==> config.mk <==
export PLATFORM = sky130hd
export DESIGN_NAME = spi_master_ctrl
export DESIGN_NICKNAME = d
export VERILOG_FILES = /design/src/rtl/spi_master_ctrl.sv
export SDC_FILE = /design/constraint.sdc
export NUM_CORES = 1
export LEC_CHECK = 0
export BUFFER_PORTS_ARGS = -buffer_cell sky130_fd_sc_hd__buf_2
export CORE_MARGIN = 2
export CORE_UTILIZATION = 41
export CTS_BUF_LIST = sky130_fd_sc_hd__clkbuf_16
export CTS_CLUSTER_SIZE = 24
export DETAILED_ROUTE_END_ITERATION = 12
export PLACE_DENSITY_LB_ADDON = 0.3
export SLEW_MARGIN = 30
export SYNTH_ARGS = -nofsm -noshare
export SYNTH_HDL_FRONTEND = slang
export SYNTH_SLANG_ARGS = --single-unit
==> constraint.sdc <==
create_clock -name pclk -period 3.9 [get_ports pclk]
set_clock_uncertainty 0.1 [all_clocks]
set_input_delay 0.78 -clock pclk [delete_from_list [all_inputs] [get_ports pclk]]
set_output_delay 0.78 -clock pclk [all_outputs]
set_load 0.02 [all_outputs]
==> src/rtl/spi_master_ctrl.sv <==
// rtl/spi_master_ctrl.sv - SPI master: one DATA_WIDTH word per transfer, valid/ready request, pulsed response.
// Mode (CPOL/CPHA), bit order and sclk divider are fixed at elaboration.
module spi_master_ctrl #(
  parameter int unsigned DATA_WIDTH = 8,
  parameter int unsigned CLK_DIV    = 2,
  parameter bit          CPOL       = 1'b0,
  parameter bit          CPHA       = 1'b0,
  parameter bit          MSB_FIRST  = 1'b1
) (
  input  logic                  pclk,
  input  logic                  areset,
  input  logic                  tx_valid,
  output logic                  tx_ready,
  input  logic [DATA_WIDTH-1:0] tx_data,
  output logic                  rx_valid,
  output logic [DATA_WIDTH-1:0] rx_data,
  output logic                  busy,
  output logic                  sclk,
  output logic                  cs_n,
  output logic                  mosi0,
  input  logic                  miso0
);

  localparam int unsigned EW    = $clog2(2*DATA_WIDTH+1);
  localparam int unsigned DIV_W = (CLK_DIV > 1) ? $clog2(CLK_DIV) : 1;
  localparam logic [DIV_W-1:0] DIV_LAST  = DIV_W'(CLK_DIV-1);
  localparam logic [EW-1:0]    EDGE_LAST = EW'(2*DATA_WIDTH);

  typedef enum logic [1:0] {IDLE, CS_SETUP, XFER, CS_HOLD} state_e;

  state_e                  state_q;
  logic [DIV_W-1:0]        div_q;
  logic [EW-1:0]           edge_q;
  logic [DATA_WIDTH-1:0]   tx_shift_q;
  logic [DATA_WIDTH-1:0]   rx_shift_q;
  logic [DATA_WIDTH-1:0]   rx_data_q;
  logic                    rx_valid_q;
  logic                    tx_ready_q;
  logic                    busy_q;
  logic                    sclk_q;
  logic                    cs_n_q;
  logic                    mosi_q;

  logic [EW-1:0]           edge_d;
  logic                    div_wrap;
  logic                    sample_edge;
  logic                    drive_edge;

  function automatic logic head(input logic [DATA_WIDTH-1:0] v);
    return MSB_FIRST ? v[DATA_WIDTH-1] : v[0];
  endfunction

  function automatic logic [DATA_WIDTH-1:0] shift_out(input logic [DATA_WIDTH-1:0] v);
    return MSB_FIRST ? (v << 1) : (v >> 1);
  endfunction

  function automatic logic [DATA_WIDTH-1:0] shift_in(input logic [DATA_WIDTH-1:0] v,
                                                      input logic b);
    return MSB_FIRST ? {v[DATA_WIDTH-2:0], b} : {b, v[DATA_WIDTH-1:1]};
  endfunction

  // edge_d is the 1-based number of the toggle about to happen; odd numbers are leading edges
  always_comb begin
    edge_d      = edge_q + EW'(1);
    div_wrap    = (div_q == DIV_LAST);
    sample_edge = (edge_d[0] != CPHA);
    drive_edge  = !sample_edge && (edge_d != EDGE_LAST);
  end

  always_ff @(posedge pclk) begin
    if (areset) begin
      state_q    <= IDLE;
      div_q      <= '0;
      edge_q     <= '0;
      tx_shift_q <= '0;
      rx_shift_q <= '0;
      rx_data_q  <= '0;
      rx_valid_q <= 1'b0;
      tx_ready_q <= 1'b1;
      busy_q     <= 1'b0;
      sclk_q     <= CPOL;
      cs_n_q     <= 1'b1;
      mosi_q     <= 1'b0;
    end else begin
      rx_valid_q <= 1'b0;
      case (state_q)
        IDLE: begin
          if (tx_valid) begin
            state_q    <= CS_SETUP;
            div_q      <= '0;
            edge_q     <= '0;
            cs_n_q     <= 1'b0;
            busy_q     <= 1'b1;
            tx_ready_q <= 1'b0;
            // CPHA=0 presents the first bit with cs_n; CPHA=1 waits for the first leading edge
            if (CPHA) begin
              tx_shift_q <= tx_data;
            end else begin
              mosi_q     <= head(tx_data);
              tx_shift_q <= shift_out(tx_data);
            end
          end
        end
        CS_SETUP: begin
          if (div_wrap) begin
            state_q <= XFER;
            div_q   <= '0;
          end else begin
            div_q <= div_q + DIV_W'(1);
          end
        end
        XFER: begin
          if (div_wrap) begin
            div_q  <= '0;
            sclk_q <= ~sclk_q;
            edge_q <= edge_d;
            if (sample_edge) rx_shift_q <= shift_in(rx_shift_q, miso0);
            if (drive_edge) begin
              mosi_q     <= head(tx_shift_q);
              tx_shift_q <= shift_out(tx_shift_q);
            end
            if (edge_d == EDGE_LAST) state_q <= CS_HOLD;
          end else begin
            div_q <= div_q + DIV_W'(1);
          end
        end
        CS_HOLD: begin
          if (div_wrap) begin
            state_q    <= IDLE;
            div_q      <= '0;
            cs_n_q     <= 1'b1;
            rx_valid_q <= 1'b1;
            rx_data_q  <= rx_shift_q;
            busy_q     <= 1'b0;
            tx_ready_q <= 1'b1;
          end else begin
            div_q <= div_q + DIV_W'(1);
          end
        end
        default: state_q <= IDLE;
      endcase
    end
  end

  assign tx_ready = tx_ready_q;
  assign rx_valid = rx_valid_q;
  assign rx_data  = rx_data_q;
  assign busy     = busy_q;
  assign sclk     = sclk_q;
  assign cs_n     = cs_n_q;
  assign mosi0    = mosi_q;

endmodule

==> impl_metrics.py, run 1 <==
metrics = {
    "setup_path": {
        "arrival_ps": 2470,
        "worstSetupPathType": "register to register",
        "end_kind": "register",
        "required_ps": 4000,
        "critPathLaunchType": "register",
        "cp_max_fo": 18,
    },
    "sta": {
        "period_share": 0.606,
        "max_freq_ghz": 0.423,
        "setup_viol_count_final": 0,
        "finalCriticalPeriod_ps": 2360,
        "grt_setup_unrepaired": "false",
        "worst_slew_pin_slew_ps": 754,
        "fin_hold_ws_ps": 349,
        "finalSetupTns_ps": 0,
        "final_critical_path_setup_slack_ps": 1540,
        "timing_hold_violations_final": 0,
        "slew-limit-headroom": 0.497,
        "maxSlewViolCount": 0,
    },
    "clocking": {
        "cts_tree": "built",
        "cts.reportedPaths.clkPinSlew_ps": 60,
        "cts_setup_buffers": 0,
        "clock-sinks": 36,
        "clk_path_buf_depth": 2,
        "cts_resized": 0,
        "insertion_delay_ps": 270,
        "cts_root_buffer": "clkbuf_16",
        "cts_buffers": 5,
        "h-tree-depth": 2,
        "cts_hold_buf": 0,
    },
    "pwr": {
        "p_seq_frac": 0.410,
        "power_switching_w": 0.000343,
        "pwr-share-comb": 0.246,
        "clockPowerShare": 0.343,
        "p_sw_frac": 0.314,
        "power_leakage_nw": 0.727,
        "finalPower_w": 0.00109,
        "p_int_w": 0.000748,
        "ir_drop_v": 0.000284,
        "power_density_nw_per_um2": 576,
    },
    "route": {
        "antenna_left": 0,
        "first_pass_iters": 4,
        "via_per_inst": 5.06,
        "route.vias.total": 1345,
        "drc": 0,
        "wirelength_um": 3290,
        "avgRoutedWirePerCell_um": 12.4,
        "drt_iter0_drc": 62,
    },
    "flow_run": {
        "maxCapViolations": 0,
    },
    "finish": {
        "final_cell_mix": "36 x dfxtp_1, 32 x nand2_1, 30 x a21oi_1, 25 x buf_2",
        "insertedDiodeCount": 0,
        "layout_commonest_cell": "dfxtp_1",
        "drive_above_1_share": 0.157,
        "nets": 232,
        "syn_to_final_growth_pct": 15.2,
        "final.fill_count": 384,
    },
    "global_route": {
        "gr-total-overflow": 0,
        "grt_use_met2": 0.233,
        "grt-busiest-layer": "met2",
        "grt_max_degree": 35,
        "gr-usage-all-layers": 0.162,
        "use_met3": 0.0350,
        "use_met1": 0.225,
        "grt_antenna_before_repair": 0,
        "grt_first_pass_wirelength_um": 5620,
        "first_global_vias": 1235,
    },
    "logic_synthesis": {
        "synth_cell_type_count": 34,
        "syn_nets": 214,
        "avgSynthCellArea_um2": 8.35,
        "seq_area_frac_synth": 0.438,
        "async_flop_share": 0,
        "yosysWarnings": 0,
        "yosys_most_used_dff": "dfxtp_1",
        "yosys_register_bits": 36,
        "syn_area_um2": 1640,
        "synth_edf_count": 0,
        "synth_cells": 197,
    },
    "floorplan": {
        "die-area_um2": 4530,
        "io_pins": 26,
        "die_w_um": 67.3,
        "initial_utilization": 0.417,
        "rows": 23,
        "core_um2": 3940,
        "die_y_um": 67.3,
    },
    "place": {
        "place_congestion": 0.880,
        "dpl.hpwl_um": 2090,
        "pre_cts_slack_ps": 1560,
        "portBuffers": 25,
    },
    "run_status": {
        "status": "finished, final reports clean",
    },
    "hold_path": {
        "min_path_type": "register to register",
    },
}
metrics by stage:
step	instance area [um2]	std cells	util
2_1_floorplan	1640	197	-
3_3_place_gp	1750	258	0.445
3_5_place_dp	1750	258	0.445
4_1_cts	1890	266	0.480
5_1_grt	1890	266	0.480
6_report	1890	266	0.480
routing by layer:
metal  wire length (um)  share of wire  vias up
li1                   -              -      717
met1               1660           0.50      611
met2               1510           0.46       13
met3                 68          0.021        4
met4                 53          0.016        0
met5                  0              0        -
cell type report:
class,count,area [um2],share of cell area
multi-input combinational,143,831,0.439
clock inverter,3,15.0,0.00793
tap,50,62.6,0.0330
inverter,4,15.0,0.00793
clock buffer,5,125,0.0661
timing repair buffer,25,125,0.0661
sequential,36,721,0.380
Yosys cell counts, types with 2 or more instances:
library cell  count  share of area
a211oi_1          2         0.0091
a21boi_0          2         0.0091
a21o_1            2         0.0091
a21oi_1          30          0.091
buf_2             2         0.0061
buf_4             2         0.0091
buf_6             2          0.014
clkbuf_1          8          0.018
dfxtp_1          36           0.44
ha_1              5          0.038
inv_1             4         0.0091
mux2i_1          10          0.061
nand2_1          32          0.073
nand3_1          10          0.030
nand3b_1          2         0.0091
nor2_1            8          0.018
nor2b_1           4          0.015
nor3_1            4          0.012
o21ai_0           3         0.0091
o21ai_1           9          0.027
or3_1             7          0.027
final timing paths:
check / start / end / slack (ps) / cells past startpoint
max: state_q[0] / tx_shift_q[3] / 1540 / 6
max reg2reg: state_q[0] / tx_shift_q[3] / 1540 / 6
min: rx_data[2] / rx_data[2] / 350 / 2
min reg2reg: rx_data[2] / rx_data[2] / 350 / 2
power groups by stage:
stage | clock network, W | registers, W | logic, W
floorplan | 0 | 0.000446 | 0.000245
global placement | 0 | 0.000453 | 0.000266
detailed placement | 0 | 0.000454 | 0.000266
CTS | 0.000384 | 0.000447 | 0.000269
global route | 0.000398 | 0.000454 | 0.000302
finish | 0.000375 | 0.000448 | 0.000269
sequential cells by signal (all words and copies together), names as in the netlist:
register    count
rx_valid        1
rx_data         8
mosi0           1
sclk            1
state_q         2
rx_shift_q      8
div_q           1
tx_shift_q      7
edge_q          5
cs_n            1
busy            1
critical path, stage by stage (launching register included):
cell,delay [ps]
dfxtp_1,340
inv_1,90
ha_1,650
mux2i_1,230
a21o_1,350
or3_1,400
a21oi_1,140
cells by family (layout without fill, tap and decap cells):
kind of cell	Yosys count	in the layout	synth area share
adders and majority gates	5	5	0.0381
buffers and inverters	18	37	0.0563
AOI/OAI and AO/OA	55	55	0.194
and+or+nand+nor	72	72	0.207
DFF	36	36	0.438
xor gates and xnor gates	1	1	0.00533
muxes	10	10	0.0609
(Power assumes the default switching activity.)
==> run 2: changes to the inputs <==
clock period = 2.1 ns   (was 3.9 ns; I/O delays follow)
==> impl_metrics.py, run 2 (synthesized netlist as in run 1, its figures left out) <==
metrics = {
    "run_status": {
        "status": "finished, final reports clean",
    },
    "finish": {
        "nets": 240,
        "final_cell_mix": "36 x dfxtp_1, 32 x nand2_1, 30 x a21oi_1, 25 x buf_2",
        "layout_commonest_cell": "dfxtp_1",
        "drive_above_1_share": 0.192,
        "syn_to_final_growth_pct": 20.4,
        "fin_area_um2": 1980,
        "final.fill_count": 381,
        "insertedDiodeCount": 0,
        "post-route-util": 0.502,
    },
    "clocking": {
        "clk_path_buf_depth": 2,
        "cts_tree": "built",
        "cts_buffers": 5,
        "h-tree-depth": 2,
        "cts.reportedPaths.clkPinSlew_ps": 50,
        "cts_setup_buffers": 0,
        "clock-sinks": 36,
        "insertion_delay_ps": 270,
        "cts_root_buffer": "clkbuf_16",
    },
    "floorplan": {
        "rows": 23,
        "die-area_um2": 4530,
        "io_pins": 26,
        "core_um2": 3940,
        "die_y_um": 67.3,
        "initial_utilization": 0.417,
        "die_w_um": 67.3,
    },
    "sta": {
        "max_freq_ghz": 0.521,
        "maxSlewViolCount": 0,
        "fin_hold_ws_ps": 282,
        "period_share": 0.915,
        "worst_slew_pin_slew_ps": 520,
        "finalCriticalPeriod_ps": 1920,
        "setup_viol_count_final": 0,
        "grt_setup_unrepaired": "false",
        "timing_hold_violations_final": 0,
        "finalSetupTns_ps": 0,
        "slew-limit-headroom": 0.652,
    },
    "setup_path": {
        "path_cells": "inv_1 -> ha_1 -> mux2i_1 -> a21o_1 -> or3_1 -> a21oi_1",
        "end_kind": "register",
        "r2r_cells": 6,
        "cp_max_fo": 15,
        "worstSetupPathType": "register to register",
        "arrival_ps": 2030,
        "critPathLaunchType": "register",
        "slowest_stage": "or3_1",
        "required_ps": 2200,
        "critPathMaxStageDelay_ps": 390,
    },
    "route": {
        "route.vias.total": 1410,
        "met1Wirelength_um": 1660,
        "avgRoutedWirePerCell_um": 12.2,
        "dr.max_layer_used": "met4",
        "drt_iter0_drc": 38,
        "antenna_left": 0,
        "wl_met3_um": 80,
        "wl_met2_um": 1560,
        "drc": 0,
        "via_per_inst": 5.15,
        "wirelength_um": 3330,
        "first_pass_iters": 4,
    },
    "pwr": {
        "finalPower_w": 0.00220,
        "power_leakage_nw": 0.777,
        "ir_drop_v": 0.000791,
        "power_density_nw_per_um2": 1110,
    },
    "place": {
        "portBuffers": 25,
        "dpl.hpwl_um": 2290,
        "place_congestion": 0.834,
        "placed_area_um2": 1810,
    },
    "global_route": {
        "grt_max_degree": 21,
        "gr-total-overflow": 0,
        "grt_antenna_before_repair": 0,
        "first_global_vias": 1220,
        "grt_first_pass_wirelength_um": 5580,
        "gr-usage-all-layers": 0.165,
    },
    "hold_path": {
        "min_path_type": "input port to register",
        "hold_depth": 3,
    },
    "flow_run": {
        "maxCapViolations": 0,
    },
}
run 2: cell types whose count changed in the layout (fill, tap and decap cells not counted), sizes merged:
cell,before,now
buf,25,33
bufinv,0,1
clkinv,1,2
clkinvlp,1,0
inv,5,4
run 2: area by class of cell:
cell class	instances	area (um2)	area share
multi-input cells	143	833	0.421
inverters	4	15.0	0.00759
flip-flops and latches	36	721	0.364
clock buffers	5	125	0.0632
clock inverters	3	37.5	0.0190
well taps	50	62.6	0.0316
repair buffers	33	185	0.0936
run 2: what timing repair did:
item                                    CTS  global route
endpoints found under the setup margin    0             7
gates resized for setup                   0             1
hold buffers                              0             0
run 2: critical path, delay by kind of cell (launching register included):
family / cells / cell delay [ps]
multiplexers: 1 / 170
buffers and inverters: 1 / 80
AO/OA/AOI/OAI: 2 / 440
flip-flops: 1 / 380
adder cells (fa/ha/maj): 1 / 280
AND/OR/NAND/NOR: 1 / 390
run 2: final timing paths:
path | from | slack [ps] | end
worst max register to register | state_q[1] | 180 | tx_shift_q[2]
worst min-delay path | miso0 | 280 | rx_shift_q[0]
worst max-delay path | state_q[1] | 180 | tx_shift_q[2]
worst min register to register | rx_data[4] | 350 | rx_data[4]
run 2: through the flow:
stage,instances,setup slack [ps]
2_1_floorplan,197,276
3_3_place_gp,266,204
3_5_place_dp,266,134
4_1_cts,274,115
5_1_grt,274,19.5
6_report,274,179
run 2: routing by layer:
| metal | GRT usage | up-vias |
|---|---|---|
| li1 | - | 740 |
| met3 | 0.0550 | 4 |
| met2 | 0.261 | 14 |
| met5 | 0 | - |
| met1 | 0.211 | 652 |
| met4 | 0.0561 | 0 |
run 2: power by group:
part / internal, W / leakage [nW] / total [W] / switching [W]
clock: 0.000551 / 0.0789 / 0.000813 / 0.000263
sequential: 0.000754 / 0.292 / 0.000805 / 0.0000510
combinational: 0.000246 / 0.405 / 0.000579 / 0.000332
==> run 3: changes to the inputs <==
ABC_AREA = 1   (was default)
BUFFER_PORTS_ARGS = default   (was -buffer_cell sky130_fd_sc_hd__buf_2)
DONT_BUFFER_PORTS = 1   (was default)
==> impl_metrics.py, run 3 <==
metrics = {
    "clocking": {
        "clk_path_buf_depth": 2,
        "insertion_delay_ps": 280,
        "h-tree-depth": 2,
        "cts_buffers": 5,
        "cts_root_buffer": "clkbuf_16",
        "cts_hold_buf": 0,
        "cts_setup_buffers": 0,
        "clock-sinks": 36,
        "cts_tree": "built",
        "cts_resized": 0,
        "cts.reportedPaths.clkPinSlew_ps": 50,
    },
    "logic_synthesis": {
        "avgSynthCellArea_um2": 7.66,
        "synth_top_area_share": 0.437,
        "synth_edf_count": 0,
        "syn_area_um2": 1650,
        "synth_cell_type_count": 25,
        "synth_common_cells": "46 x nand2_1, 36 x dfxtp_1, 36 x nor2_1, 19 x o21ai_0, 14 x nand3_1",
        "synth_compound_area_frac": 0.140,
        "synth_top_family_by_area": "simple AND/OR/NAND/NOR gates",
        "synth_top_area_cell": "dfxtp_1",
        "syn_nets": 232,
        "synth_adder_area_share": 0.0380,
        "yosys_most_used_dff": "dfxtp_1",
        "yosys-top-cells-area": "dfxtp_1 44%, nand2_1 10%, nor2_1 8.2%",
        "synthXorXnorAreaFrac": 0.00532,
        "seq_area_frac_synth": 0.437,
        "yosys_register_bits": 36,
        "yosysWarnings": 0,
        "synth_cells": 215,
        "async_flop_share": 0,
        "muxShareOfSynthArea": 0,
        "yosys.cell_count.top_type": "nand2_1",
        "synthSimpleGateAreaFrac": 0.314,
    },
    "sta": {
        "slew-limit-headroom": 0.671,
        "final_critical_path_setup_slack_ps": 279,
        "grt_setup_unrepaired": "false",
        "finalSetupTns_ps": 0,
        "maxSlewViolCount": 0,
        "period_share": 0.867,
        "timing_hold_violations_final": 0,
        "finalCriticalPeriod_ps": 1820,
        "setup_viol_count_final": 0,
        "worst_slew_pin_slew_ps": 493,
        "max_freq_ghz": 0.549,
    },
    "setup_path": {
        "arrival_ps": 1940,
        "critPathMaxStageDelay_ps": 360,
        "crit_buf_inv": 2,
        "end_kind": "register",
        "path_cells": "inv_1 -> ha_1 -> nand2_2 -> o21ai_1 -> or2_1 -> clkinv_8 -> nand3_1 -> a21oi_2",
        "required_ps": 2220,
        "slowest_stage": "dfxtp_1",
        "cp_max_fo": 9,
        "worstSetupPathType": "register to register",
        "critPathLaunchType": "register",
        "cp_top_family": "simple AND/OR/NAND/NOR gates",
    },
    "place": {
        "place_congestion": 0.776,
        "portBuffers": 0,
        "pre_cts_slack_ps": 285,
        "dpl.hpwl_um": 2050,
        "placed_area_um2": 1670,
        "dp.cells": 258,
    },
    "floorplan": {
        "rows": 23,
        "io_pins": 26,
        "core_um2": 3940,
        "die-area_um2": 4540,
        "die_w_um": 67.4,
        "initial_utilization": 0.418,
        "die_y_um": 67.4,
    },
    "global_route": {
        "grt_max_degree": 22,
        "first_global_vias": 1174,
        "grt_antenna_before_repair": 0,
        "gr-usage-all-layers": 0.152,
        "gr-total-overflow": 0,
        "grt_first_pass_wirelength_um": 5130,
    },
    "finish": {
        "drive_above_1_share": 0.162,
        "fin_area_um2": 1840,
        "syn_to_final_growth_pct": 11.5,
        "insertedDiodeCount": 0,
        "final_cell_mix": "46 x nand2_1, 36 x nor2_1, 36 x dfxtp_1, 19 x o21ai_0, 14 x nand3_1",
        "finalNonFillerCells": 266,
        "final.fill_count": 368,
        "nets": 232,
        "layout_commonest_cell": "nand2_1",
    },
    "route": {
        "wirelength_um": 2890,
        "avgRoutedWirePerCell_um": 10.9,
        "antenna_left": 0,
        "first_pass_iters": 6,
        "route.vias.total": 1280,
        "drc": 0,
        "via_per_inst": 4.81,
        "drt_iter0_drc": 67,
    },
    "run_status": {
        "status": "finished, final reports clean",
    },
    "flow_run": {
        "maxCapViolations": 0,
    },
    "pwr": {
        "ir_drop_v": 0.000807,
        "power_density_nw_per_um2": 1470,
        "power_leakage_nw": 0.762,
    },
    "hold_path": {
        "min_path_type": "input port to register",
    },
}
[run 3: cell types whose count changed after synthesis, moves of 6 or more]
cell / delta
a21oi_2: +8
or3_1: -7
nand2_2: +11
mux2i_1: -10
inv_1: +6
o21ai_0: +16
a21oi_1: -21
o21ai_1: -8
nor2_1: +28
nand2_1: +14
[run 3: power breakdown]
group / switching [W] / total [W] / internal (W) / leakage, nW
Sequential: 0.000162 / 0.000987 / 0.000825 / 0.293
Combinational: 0.000570 / 0.000883 / 0.000314 / 0.389
Clock: 0.000281 / 0.000838 / 0.000557 / 0.0798
Total: 0.00101 / 0.00271 / 0.00170 / 0.762
[run 3: stage by stage]
| step | utilization | total power, W | hold slack [ps] |
|---|---|---|---|
| after CTS | 0.466 | 0.00274 | 89.2 |
| after detailed placement | 0.423 | 0.00189 | 350 |
| final | 0.466 | 0.00271 | 97.6 |
| after global placement | 0.423 | 0.00188 | 350 |
| after global routing | 0.466 | 0.00290 | 86.7 |
| after floorplan | - | 0.00180 | 345 |
[run 3: cell type report]
class,count,area [um2],area share
repair buffers,1,7.51,0.00409
flip-flops and latches,36,721,0.392
clock buffers,5,125,0.0681
well taps,50,62.6,0.0341
inverters,12,57.6,0.0313
clock inverters,3,42.5,0.0232
multi-input cells,159,821,0.447
[run 3: cells by family after synthesis]
logic type,Yosys count
XOR/XNOR,1
AND/OR/NAND/NOR,114
AO/OA/AOI/OAI,39
buffers and inverters,20
adder cells (fa/ha/maj),5
flip-flops,36
[run 3: final timing paths]
path         slack (ps)       endpoint  depth (start not counted)     startpoint
min reg2reg         360  tx_shift_q[2]                          2  tx_shift_q[2]
max reg2reg         280  tx_shift_q[2]                          8     state_q[0]
min                 100  tx_shift_q[7]                          1         areset
max                 280  tx_shift_q[2]                          8     state_q[0]
[run 3: layer usage]
metal | track usage | share of wire
met5 | 0 | 0
met4 | 0.0689 | 0.021
met3 | 0.0583 | 0.049
met2 | 0.240 | 0.46
met1 | 0.183 | 0.47
